[src/rtl/serial_adder.sv]
// serial_adder: digit-serial add/subtract, DIGIT bits per clock, LSB digit first
// Ports:
//   clk, rst            clock and synchronous active-high reset
//   start               request; sampled only in IDLE
//   a, b, cin, sub      operands, carry/borrow-in, mode (0 add, 1 sub); latched on accept
//   busy, done          state != IDLE; one-cycle result-valid pulse
//   s, cout, overflow   result, raw MSB carry out, signed overflow
module serial_adder #(
    parameter int WIDTH = 32,
    parameter int DIGIT = 4
) (
    input  logic             clk,
    input  logic             rst,
    input  logic             start,
    input  logic [WIDTH-1:0] a,
    input  logic [WIDTH-1:0] b,
    input  logic             cin,
    input  logic             sub,
    output logic             busy,
    output logic             done,
    output logic [WIDTH-1:0] s,
    output logic             cout,
    output logic             overflow
);
    localparam int N  = WIDTH / DIGIT;
    localparam int CW = (N > 1) ? $clog2(N) : 1;
    localparam logic [1:0] IDLE = 2'd0, RUN = 2'd1, DONE = 2'd2;
    logic [1:0]       state;
    logic [CW-1:0]    cnt;
    logic             carry;
    logic [WIDTH-1:0] a_q, b_q;
    logic [DIGIT-1:0] a_d, b_d;
    logic [DIGIT:0]   sum;
    logic             msb_cin;
    logic             last;
    // b_q already holds the complemented operand in sub mode, so RUN is a plain add
    always_comb begin
        a_d     = a_q[cnt*DIGIT +: DIGIT];
        b_d     = b_q[cnt*DIGIT +: DIGIT];
        sum     = {1'b0, a_d} + {1'b0, b_d} + {{DIGIT{1'b0}}, carry};
        // carry into the digit's top bit recovered from that bit's sum
        msb_cin = a_d[DIGIT-1] ^ b_d[DIGIT-1] ^ sum[DIGIT-1];
        last    = cnt == CW'(N - 1);
    end
    assign busy = state != IDLE;
    assign done = state == DONE;
    always_ff @(posedge clk) begin
        if (rst) begin
            state    <= IDLE;
            cnt      <= '0;
            carry    <= 1'b0;
            a_q      <= '0;
            b_q      <= '0;
            s        <= '0;
            cout     <= 1'b0;
            overflow <= 1'b0;
        end else if (state == IDLE) begin
            if (start) begin
                a_q      <= a;
                b_q      <= sub ? ~b : b;
                carry    <= cin ^ sub;
                cnt      <= '0;
                s        <= '0;
                cout     <= 1'b0;
                overflow <= 1'b0;
                state    <= RUN;
            end
        end else if (state == RUN) begin
            s[cnt*DIGIT +: DIGIT] <= sum[DIGIT-1:0];
            carry <= sum[DIGIT];
            cnt   <= cnt + 1'b1;
            if (last) begin
                cout     <= sum[DIGIT];
                overflow <= msb_cin ^ sum[DIGIT];
                state    <= DONE;
            end
        end else begin
            state <= IDLE;
        end
    end
endmodule
[config.mk]
export PLATFORM = sky130hd
export DESIGN_NAME = serial_adder
export DESIGN_NICKNAME = d
export VERILOG_FILES = /design/src/rtl/serial_adder.sv
export SDC_FILE = /design/constraint.sdc
export NUM_CORES = 1
export LEC_CHECK = 0
export CORE_ASPECT_RATIO = 1.75
export CORE_MARGIN = 1
export CORE_UTILIZATION = 50
export CTS_BUF_LIST = sky130_fd_sc_hd__clkbuf_4
export DETAILED_ROUTE_END_ITERATION = 8
export GPL_TIMING_DRIVEN = 1
export PLACE_DENSITY = 0.87
export SETUP_SLACK_MARGIN = 0.1
export SLEW_MARGIN = 40
export SYNTH_ARGS = -nofsm -noshare
export SYNTH_HDL_FRONTEND = slang
export SYNTH_SLANG_ARGS = --single-unit
[constraint.sdc]
create_clock -name clk -period 3.6 [get_ports clk]
set_clock_uncertainty 0.15 [all_clocks]
set_input_delay 0.36 -clock clk [delete_from_list [all_inputs] [get_ports clk]]
set_output_delay 0.36 -clock clk [all_outputs]
set_load 0.02 [all_outputs]
* After elaboration in Yosys (flattened, before gate mapping) *
Cells that the tools add are included.

cells by class
  add/subtract/negate cells = 4
  bitwise gates (word level) = 5
  equality and inequality tests = 5
  muxes and demuxes = 22
  divide/modulo/power cells = 0
  $mul = 0
  shift operators = 4
  reductions and logical operators = 8
  order comparisons = 0

operator list
  kind                     number
  $mux 32                  4
  $shiftx 32x6->4          2
  $neg 5->34               1
  $shift 4x34->32 const A  1
  $shiftx 4x34->32         1
  $bwmux 32                1
  $not 32->32              1
  $mux 1                   10
  $mux 3                   3
  $mux 2                   4
  $reduce_and 2->1         3
  $reduce_bool 2->1        3
  $add 4x4->5              1
  $add 5x1->5              1
  $xor 1x1->1              4
  $add 3x1->3 const B      1
  $eq 3x3->1 const B       1
  $ne 3x3->1 const B       1
  $reduce_and 3->1         1
  $eq 2x1->1 const B       1
  $eq 2x2->1 const B       1
  $logic_not 2->1          1
  $ne 2x2->1 const B       1

storage, ports and cells
  output and inout bits = 36
  bits in registers = 104
  memory bits (writable) = 0
  bits in read-only memories = 0
  memories = 0
  bits in latches = 0

* Longest topological paths before layout *
Gate-level depths: netlist of the first run.

  depth after elaboration = 8
  mapped depth = 11
  gate-level depth less buffers = 9

* Worst setup path after synthesis of the first run *
OpenSTA, ideal clock, no wires.

  path type = register to register
  start = reg cnt[0]
  end = reg s[6]
  cell stages (with the launch flop) = 12
  setup time = 84 ps
  path slack = 264 ps
  data arrival time = 3,102 ps
  path through = dfxtp_1 buf_4 buf_6 mux4_2 nand2_1 nand2_1 fa_1 fa_1 xor2_1 nand2b_1 or3_1 o31ai_2

between the ends
  longest elaborated chain between the ends = 7
  elaborated cells between the ends (all ways) = 10
  those cells by class = add/sub (3); shift (4); mux (3)

ends and longest elaborated chain
  what                                       line    RTL
  start: declaration                         29      logic [CW-1:0] cnt;
  start signal: assignment                   71      cnt <= cnt + 1'b1;
  $shiftx 32x6->4, on equally long branches  38, 39
  $add 4x4->5                                40      sum = {1'b0, a_d} + {1'b0, b_d} + {{DIGIT{1'b0}}, carry};
  $add 5x1->5                                40
  $shiftx 4x34->32                           69      s[cnt*DIGIT +: DIGIT] <= sum[DIGIT-1:0];
  $bwmux 32 (*)                              69
  $mux 32 (*)                                68      end else if (state == RUN) begin
  $mux 32 (*)                                57      end else if (state == IDLE) begin
  end signal: indexed assignment             69
  end: declaration                           21      output logic [WIDTH-1:0] s,

Every way passes the cells marked *; elsewhere a longest branch is shown, timed or not. The select of a mux whose other input is x is not followed.
A chain may end at the register's enable or synchronous reset.

* Worst setup path after layout of the first run *
Ends and elaborated chain as after synthesis.

==> flow_summary.yaml, run 1 <==
synth:
  yosysWarnings: 0
  syn_area_per_cell_sq_um: 9.31
  synthDominantCellAreaShare_pct: 42.0
  synth-main-ff-cell: "dfxtp_1"
  synth_top_family_by_area: "simple AND/OR/NAND/NOR gates"
  synth_fp_nets: 613
  synthXorXnorAreaFrac_pct: 6.37
  ys_top_cells_by_area: "dfxtp_1 42%, nand2_1 7.7%, mux4_2 7.3%"
  synth_mux_area_share_pct: 7.91
  yosysSeqAreaShare_pct: 42.0
  synthCells: 532
  synth_top_cell_by_area: "dfxtp_1"
  synth_edf_count: 0
  synth-compound-area-share_pct: 17.1
  netlist_area_sq_um: 4950
  ys_seq_elements: 104
  synthAdderAreaFrac_pct: 3.34
  synthSimpleGateAreaFrac_pct: 18.5
  synthArstFlopShare_pct: 0
  ys_types: 57
die:
  chipWidth_um: 77.2
  start_util_pct: 52.0
  dieArea_sq_um: 10300
  die_h_um: 134
  coreArea_sq_um: 9530
  row_count: 47
  num_io_pins: 105
clock_network:
  cts_setup_buffers: 0
  cts_sinks: 104
  htreeDepth: 3
  path_clk_slew_ps: 150
  holdBufCountCts: 0
  cts_resized: 0
  cts_tree: "done"
  numCtsBuffers: 9
  clk_path_buf_depth: 2
  root_buffer: "clkbuf_4"
  clk_latency_ps: 480
sta:
  final_hold_viol_count: 0
  finalCriticalPeriod_ps: 3230
  max_slew_margin_pct: 60.8
  rsz0062_at_grt: "no"
  worst_slew_pin_slew_ps: 587
  fmax_mhz: 309
  maxSlewViolCount: 0
  fin_crit_sh_pct: 89.9
  setup_tns_ps: 0
  setup_viol: 0
global_route:
  use_met1_pct: 24.5
  grt_util_met3_pct: 4.18
  grt.busiest_layer: "met2"
  grt_max_degree: 102
  grt_use_total_pct: 24.4
  gr-total-overflow: 0
  antenna_found_initial: 1
  grt_first_pass_wirelength_um: 19700
  grt_pass1_vias: 4194
  grt_use_met2_pct: 45.6
status:
  outcome: "finished clean"
placement:
  numPortBuffers: 104
  hpwlAfterDp_um: 9140
  postPlaceCellArea_sq_um: 6010
  place_congestion: 0.976
power:
  combPwrFrac_pct: 21.1
  power_density_nw_per_um2: 360
  pwr-share-clk_pct: 22.3
  p_leak_nw: 2.20
  switching_share_pct: 29.1
  netSwitchingPower_mw: 0.641
  sequentialPowerShare_pct: 56.6
  internal_power_mw: 1.56
  peakVddDrop_v: 0.000219
worst_setup_path:
  path_max_fanout: 7
  start_kind: "flip-flop"
  r2r_setup_slack_ps: 370
  crit_type: "reg2reg"
  cp_data_arrival_time_ps: 3480
  worstSetupEndpointType: "flip-flop"
  crit_required_ps: 3850
routing:
  drtAntennaViolNets: 0
  wl_per_cell_um: 16.2
  drc_errors: 0
  dr.pass1.iters: 6
  vias: 4193
  via_per_inst: 5.63
  wl_um: 12100
  drt_iter0_markers: 311
finish:
  final_area_sq_um: 6120
  drive_above_1_share_pct: 9.16
  fill_cells: 824
  nets: 700
  area_delta_synth_final_pct: 23.5
flow_run:
  maxCapViolations: 0
worst_hold_path:
  hold_path.class: "in2reg"
registers in the layout, indices dropped and copies added, names as in the netlist:
name	count
a_q	32
b_q	32
s	32
cnt	3
state	2
carry	1
cout	1
overflow	1
layer usage:
| metal | part of all wire (%) | wire length, um |
|---|---|---|
| met2 | 55 | 6640 |
| met5 | 0 | 0 |
| met1 | 36 | 4330 |
| met3 | 4.0 | 487 |
| met4 | 5.0 | 604 |
power by group through the flow:
stage | logic (mW) | registers (mW) | clock network [mW]
after floorplan | 0.313 | 1.26 | 0
after global placement | 0.446 | 1.27 | 0
after detailed placement | 0.461 | 1.27 | 0
after CTS | 0.462 | 1.25 | 0.491
after global routing | 0.503 | 1.25 | 0.545
final | 0.465 | 1.25 | 0.491
per-stage QoR:
step | util (%) | setup WS, ps | hold slack, ps | total power, mW | cells
floorplan | - | 264 | 283 | 1.57 | 532
global placement | 63.1 | 408 | 291 | 1.71 | 730
detailed placement | 63.1 | 277 | 297 | 1.73 | 730
CTS | 64.1 | 231 | 264 | 2.20 | 744
global route | 64.2 | 210 | 172 | 2.30 | 745
finish | 64.2 | 365 | 165 | 2.20 | 745
cell usage in the layout, fill, tap and decap left out, drive strengths merged, types with 7 or more instances in the layout:
cell type | synthesis | layout
buf | 26 | 12
nand2 | 102 | 102
dfxtp | 104 | 104
a211oi | 36 | 36
o21ai | 13 | 13
ha | 10 | 10
a21oi | 39 | 39
nor2 | 51 | 51
xnor2 | 35 | 35
clkdlybuf4s50 | 0 | 102
mux4 | 16 | 16
clkbuf | 12 | 9
a22o | 8 | 8
nand3 | 7 | 7
path summary, 6_finish.rpt:
kind,from,endpoint,depth (start not counted)
worst max-delay path,cnt[0],s[6],9
worst min-delay path,rst,cnt[2],2
worst max register to register,cnt[0],s[6],9
worst min register to register,a_q[18],a_q[18],2
final cells by class:
| type | count | area [sq um] | area share (%) |
|---|---|---|---|
| Clock inverter | 5 | 26.3 | 0.430 |
| Inverter | 5 | 18.8 | 0.307 |
| Antenna cell | 1 | 2.50 | 0.0409 |
| Timing Repair Buffer | 114 | 1120 | 18.4 |
| Sequential cell | 104 | 2080 | 34.1 |
| Clock buffer | 9 | 67.6 | 1.10 |
| Tap cell | 122 | 153 | 2.50 |
| Multi-Input combinational cell | 385 | 2640 | 43.2 |
worst max-delay path, cell delays in order (launching register included):
cell and delay, ps:
dfxtp_2 460, mux4_2 530, nand2_1 80, nand2_1 90, fa_1 470, fa_1 460, xor2_1 210, nand2b_1 160
or3_1 390, o31ai_2 170
synth_stat cells, types with 2 or more instances:
master and count:
a211o_1 3, a211oi_1 36, a21oi_1 38, a22o_1 8
a22oi_1 4, a311oi_2 2, and2_1 3, and3_1 2
buf_2 16, buf_4 6, buf_6 4, clkbuf_1 12
dfxtp_1 104, fa_1 2, ha_1 10, inv_1 4
mux2i_1 2, mux4_2 16, nand2_1 102, nand2b_1 5
nand3_1 7, nand4b_1 5, nor2_1 51, nor2b_1 6
nor3_1 2, o21ai_0 10, o21ai_1 3, o2bb2ai_1 4
or3_1 2, or3b_1 2, xnor2_1 35
logic make-up (layout without fill, tap and decap cells):
logic type,Yosys count,in the layout
other cells,0,1
simple gates,198,198
compound gates,120,120
mux,19,19
xor+xnor,36,36
buf+inv,43,133
flops,104,104
fa+ha+maj,12,12
Note: power is estimated with default switching activity, not from simulation.
==> run 2: changes to the inputs <==
--- a/config.mk
+++ b/config.mk
@@ -7,11 +7,11 @@
 export LEC_CHECK = 0
 export CORE_ASPECT_RATIO = 1.75
 export CORE_MARGIN = 1
-export CORE_UTILIZATION = 50
+export CORE_UTILIZATION = 53
 export CTS_BUF_LIST = sky130_fd_sc_hd__clkbuf_4
 export DETAILED_ROUTE_END_ITERATION = 8
 export GPL_TIMING_DRIVEN = 1
-export PLACE_DENSITY = 0.87
+export PLACE_DENSITY = 0.91
 export SETUP_SLACK_MARGIN = 0.1
 export SLEW_MARGIN = 40
 export SYNTH_ARGS = -nofsm -noshare
==> run 2 against run 1 <==
Net effect: routed wire length rose by 1.9%; utilization grew 3.6 points; sequential power is essentially flat; sequential share of layout area is 0.26 points lower; critical path type unchanged; power increased by 4.7%.
==> flow_summary.yaml, run 2 (synthesis gave the netlist of run 1 again) <==
finish:
  fill_cells: 736
  area_delta_synth_final_pct: 24.5
  drive_above_1_share_pct: 9.89
  final_cells: 748
  multi_input_area_sq_um: 2640
  utilization_pct: 67.8
  top_regs: "a_q: 32 flops, b_q: 32 flops, s: 32 flops"
  final_common_cell: "dfxtp_1"
  nets: 703
  regArea_sq_um: 2080
  final_area_sq_um: 6160
  mostFrequentLayoutCells: "103 x dfxtp_1, 102 x nand2_1, 102 x clkdlybuf4s50_1, 51 x nor2_1, 38 x a21oi_1"
power:
  report.power.total_mw: 2.31
  p_leak_nw: 2.23
  power_density_nw_per_um2: 374
  peakVddDrop_v: 0.000252
worst_setup_path:
  crit_path_max_incr_delay_ps: 520
  cp_top_family: "adder cells"
  worstSetupEndpointType: "flip-flop"
  start_kind: "flip-flop"
  path_max_fanout: 7
  crit_required_ps: 3840
  path_cells: "mux4_2, nand2_1, nand2_1, fa_1, fa_1, xor2_1, nand2b_1, or3_1, o31ai_2"
  crit_cells: 9
  crit_type: "reg2reg"
  r2r_cells: 9
  crit_buf_inv: 0
  slowest_stage: "mux4_2"
  cp_data_arrival_time_ps: 3470
sta:
  maxSlewViolCount: 0
  fin_crit_sh_pct: 89.7
  worst_slew_pin_slew_ps: 591
  max_slew_margin_pct: 60.5
  setup_viol: 0
  rsz0062_at_grt: "no"
  fmax_mhz: 310
  finalCriticalPeriod_ps: 3230
  final_hold_viol_count: 0
  holdWs_ps: 174
  setup_tns_ps: 0
  fin_ws_ps: 371
status:
  outcome: "finished clean"
routing:
  dr.pass1.iters: 5
  drc_errors: 0
  wl_per_cell_um: 16.4
  wl_um: 12300
  drtAntennaViolNets: 0
  via_per_inst: 5.68
  vias: 4251
  drt_iter0_markers: 394
clock_network:
  root_buffer: "clkbuf_4"
  holdBufCountCts: 0
  cts_sinks: 104
  numCtsBuffers: 9
  clk_latency_ps: 500
  cts_tree: "done"
  clk_path_buf_depth: 2
  htreeDepth: 3
  path_clk_slew_ps: 140
global_route:
  grt_pass1_vias: 4220
  grt_use_total_pct: 26.9
  gr-total-overflow: 0
  grt_first_pass_wirelength_um: 19500
  antenna_found_initial: 1
  grt_max_degree: 53
die:
  start_util_pct: 54.5
  coreArea_sq_um: 9090
  row_count: 46
  dieArea_sq_um: 9750
  num_io_pins: 105
  chipWidth_um: 75.1
  die_h_um: 130
placement:
  hpwlAfterDp_um: 9270
  place_congestion: 0.968
  postPlaceCellArea_sq_um: 6020
  post-place-ws_ps: 305
  numPortBuffers: 104
  place_inst: 731
worst_hold_path:
  min_path_cells: 2
  hold_path.class: "in2reg"
flow_run:
  maxCapViolations: 0
==> run 2: cell type report <==
class                   count  share of cell area, %
diodes                      1                 0.0406
clock buffers              10                   1.22
clock inverters             6                  0.934
inverters                   5                  0.305
multi-input cells         385                   42.9
flip-flops and latches    104                   33.8
well taps                 120                   2.44
repair buffers            117                   18.4
==> run 2: power breakdown <==
group          internal [mW]  total [mW]  switching, mW
sequential              1.21        1.25         0.0376
combinational          0.227       0.471          0.244
clock                  0.216       0.590          0.373
==> run 2: what timing repair did <==
action	in CTS	in global routing
setup endpoints to repair	0	1
setup buffers	0	0
resized for setup	0	1
endpoints found under the hold margin	0	0
==> run 2: final timing paths <==
check        slack, ps       to     from
min reg2reg        320  a_q[29]  a_q[29]
max reg2reg        370     s[6]   cnt[0]
min                170     s[4]      rst
max                370     s[6]   cnt[0]
==> run 2: per-layer routing <==
metal	track usage [%]	up-vias	wire length [um]
li1	-	2041	-
met2	50.2	177	6880
met1	25.3	1972	4120
met5	0	-	0
met3	4.02	61	493
met4	19.9	0	803
==> run 3: changes to the inputs <==
--- a/config.mk
+++ b/config.mk
@@ -5,13 +5,15 @@
 export SDC_FILE = /design/constraint.sdc
 export NUM_CORES = 1
 export LEC_CHECK = 0
+export CELL_PAD_IN_SITES_DETAIL_PLACEMENT = 1
+export CELL_PAD_IN_SITES_GLOBAL_PLACEMENT = 1
 export CORE_ASPECT_RATIO = 1.75
 export CORE_MARGIN = 1
-export CORE_UTILIZATION = 53
+export CORE_UTILIZATION = 40
 export CTS_BUF_LIST = sky130_fd_sc_hd__clkbuf_4
 export DETAILED_ROUTE_END_ITERATION = 8
 export GPL_TIMING_DRIVEN = 1
-export PLACE_DENSITY = 0.91
+export PLACE_DENSITY = 0.9
 export SETUP_SLACK_MARGIN = 0.1
 export SLEW_MARGIN = 40
 export SYNTH_ARGS = -nofsm -noshare
==> run 3 against run 2 <==
Net effect: maximum frequency is 1.5% lower; final cell count is 5.7% higher; hold slack better by 82 ps; clock-buffer cell count stayed put; via count is 0.42% lower; utilization is 16 points lower; critical endpoint unchanged; largest cell class unchanged; highest routed layer unchanged.
==> flow_summary.yaml, run 3 (synthesis gave the netlist of run 1 again) <==
placement:
  post-place-ws_ps: 152
  place_inst: 774
  numPortBuffers: 104
  place_congestion: 0.890
  hpwlAfterDp_um: 10900
clock_network:
  path_clk_slew_ps: 150
  holdBufCountCts: 0
  clk_latency_ps: 470
  cts_sinks: 104
  root_buffer: "clkbuf_4"
  cts_setup_buffers: 0
  clk_path_buf_depth: 2
  cts_tree: "done"
  htreeDepth: 3
  numCtsBuffers: 9
global_route:
  grt_use_total_pct: 22.6
  antenna_found_initial: 1
  grt_pass1_vias: 4590
  grt_first_pass_wirelength_um: 22100
  grt_max_degree: 97
  gr-total-overflow: 0
sta:
  rsz0062_at_grt: "no"
  fin_ws_ps: 323
  fmax_mhz: 305
  final_hold_viol_count: 0
  setup_tns_ps: 0
  max_slew_margin_pct: 47.6
  setup_viol: 0
  finalCriticalPeriod_ps: 3280
  holdWs_ps: 257
  maxSlewViolCount: 0
  fin_crit_sh_pct: 91.0
  worst_slew_pin_slew_ps: 786
worst_setup_path:
  start_kind: "flip-flop"
  worstReg2RegEnd: "s[6]"
  path_max_fanout: 9
  r2r_setup_slack_ps: 320
  cp_top_family: "adder cells"
  path_cells: "mux4_2, nand2_1, nand2_1, fa_1, fa_1, xor2_1, nand2b_1, or3_1, o31ai_2"
  crit_type: "reg2reg"
  crit_path_max_incr_delay_ps: 530
  r2r_start: "cnt[0]"
  r2r_cells: 9
  slowest_stage: "dfxtp_2"
  cp_data_arrival_time_ps: 3530
  worstSetupEndpointType: "flip-flop"
  crit_buf_inv: 0
  crit_required_ps: 3850
finish:
  drive_above_1_share_pct: 9.76
  mostFrequentLayoutCells: "102 x nand2_1, 102 x dfxtp_1, 102 x clkdlybuf4s50_1, 51 x nor2_1, 38 x a21oi_1"
  final_cells: 791
  utilization_pct: 51.5
  area_delta_synth_final_pct: 25.5
  nets: 701
  top_regs: "a_q: 32 flops, b_q: 32 flops, s: 32 flops"
die:
  num_io_pins: 105
  start_util_pct: 41.0
  die_h_um: 149
  row_count: 53
  dieArea_sq_um: 12800
  chipWidth_um: 86.1
  coreArea_sq_um: 12100
routing:
  wl_met2_um: 8070
  via_per_inst: 5.35
  vias: 4233
  wl_um: 13800
  wl_per_cell_um: 17.4
  drc_errors: 0
  drtAntennaViolNets: 0
  routed-wl-met3_um: 362
  drt_iter0_markers: 159
  wl_met1_um: 4780
  dr.pass1.iters: 4
  highest_layer: "met4"
power:
  power_density_nw_per_um2: 374
  peakVddDrop_v: 0.000182
  p_leak_nw: 2.22
worst_hold_path:
  min_path_cells: 3
  worst_hold_path.endpoint: "b_q[27]"
  worstHoldStart: "sub"
  hold_path.class: "in2reg"
status:
  outcome: "finished clean"
flow_run:
  maxCapViolations: 0
-- run 3: changes by cell type in the layout (fill, tap and decap cells not counted), sizes merged --
cell | previous run | this run
buf | 15 | 13
clkinv | 4 | 5
inv | 6 | 5
-- run 3: cell type report --
class | count | area (sq um)
multi-input cells | 385 | 2640
repair buffers | 115 | 1130
clock inverters | 6 | 60.1
well taps | 165 | 206
inverters | 5 | 18.8
clock buffers | 10 | 75.1
fillers | 1414 | 5850
diodes | 1 | 2.50
flip-flops and latches | 104 | 2080
-- run 3: where the power goes --
group / total, mW / switching, mW / internal (mW)
Clock: 0.599 / 0.382 / 0.217
Combinational: 0.472 / 0.246 / 0.226
Sequential: 1.25 / 0.0443 / 1.21
-- run 3: worst max path at each step --
stage | startpoint | endpoint | slack, ps | cells after the start
after floorplan | cnt[0] | s[6] | 260 | 11
after global placement | cnt[0] | s[6] | 240 | 9
after detailed placement | cnt[0] | s[6] | 150 | 9
after CTS | cnt[0] | s[6] | 120 | 9
after global routing | cnt[0] | s[6] | 110 | 9
final | cnt[0] | s[6] | 320 | 9
-- run 3: worst min-delay path: stages --
cell      delay, ps
buf_2           220
xnor2_1         200
a211oi_1         60
-- run 3: routing by layer --
| layer | global-route usage (%) | up-vias |
|---|---|---|
| li1 | - | 2045 |
| met1 | 20.4 | 2048 |
| met2 | 45.9 | 103 |
| met3 | 3.54 | 37 |
| met4 | 11.8 | 0 |
| met5 | 0 | - |
-- run 3: metrics by stage --
| step | power (mW) | cell area, sq um |
|---|---|---|
| after floorplan | 1.57 | 4950 |
| after global placement | 1.73 | 6080 |
| after detailed placement | 1.75 | 6080 |
| after CTS | 2.35 | 6210 |
| after global routing | 2.43 | 6220 |
| final | 2.32 | 6220 |
-- run 3: what timing repair did --
item	in CTS	in global routing
gates resized for setup	0	2
hold endpoints to repair	0	0
endpoints found under the setup margin	0	3
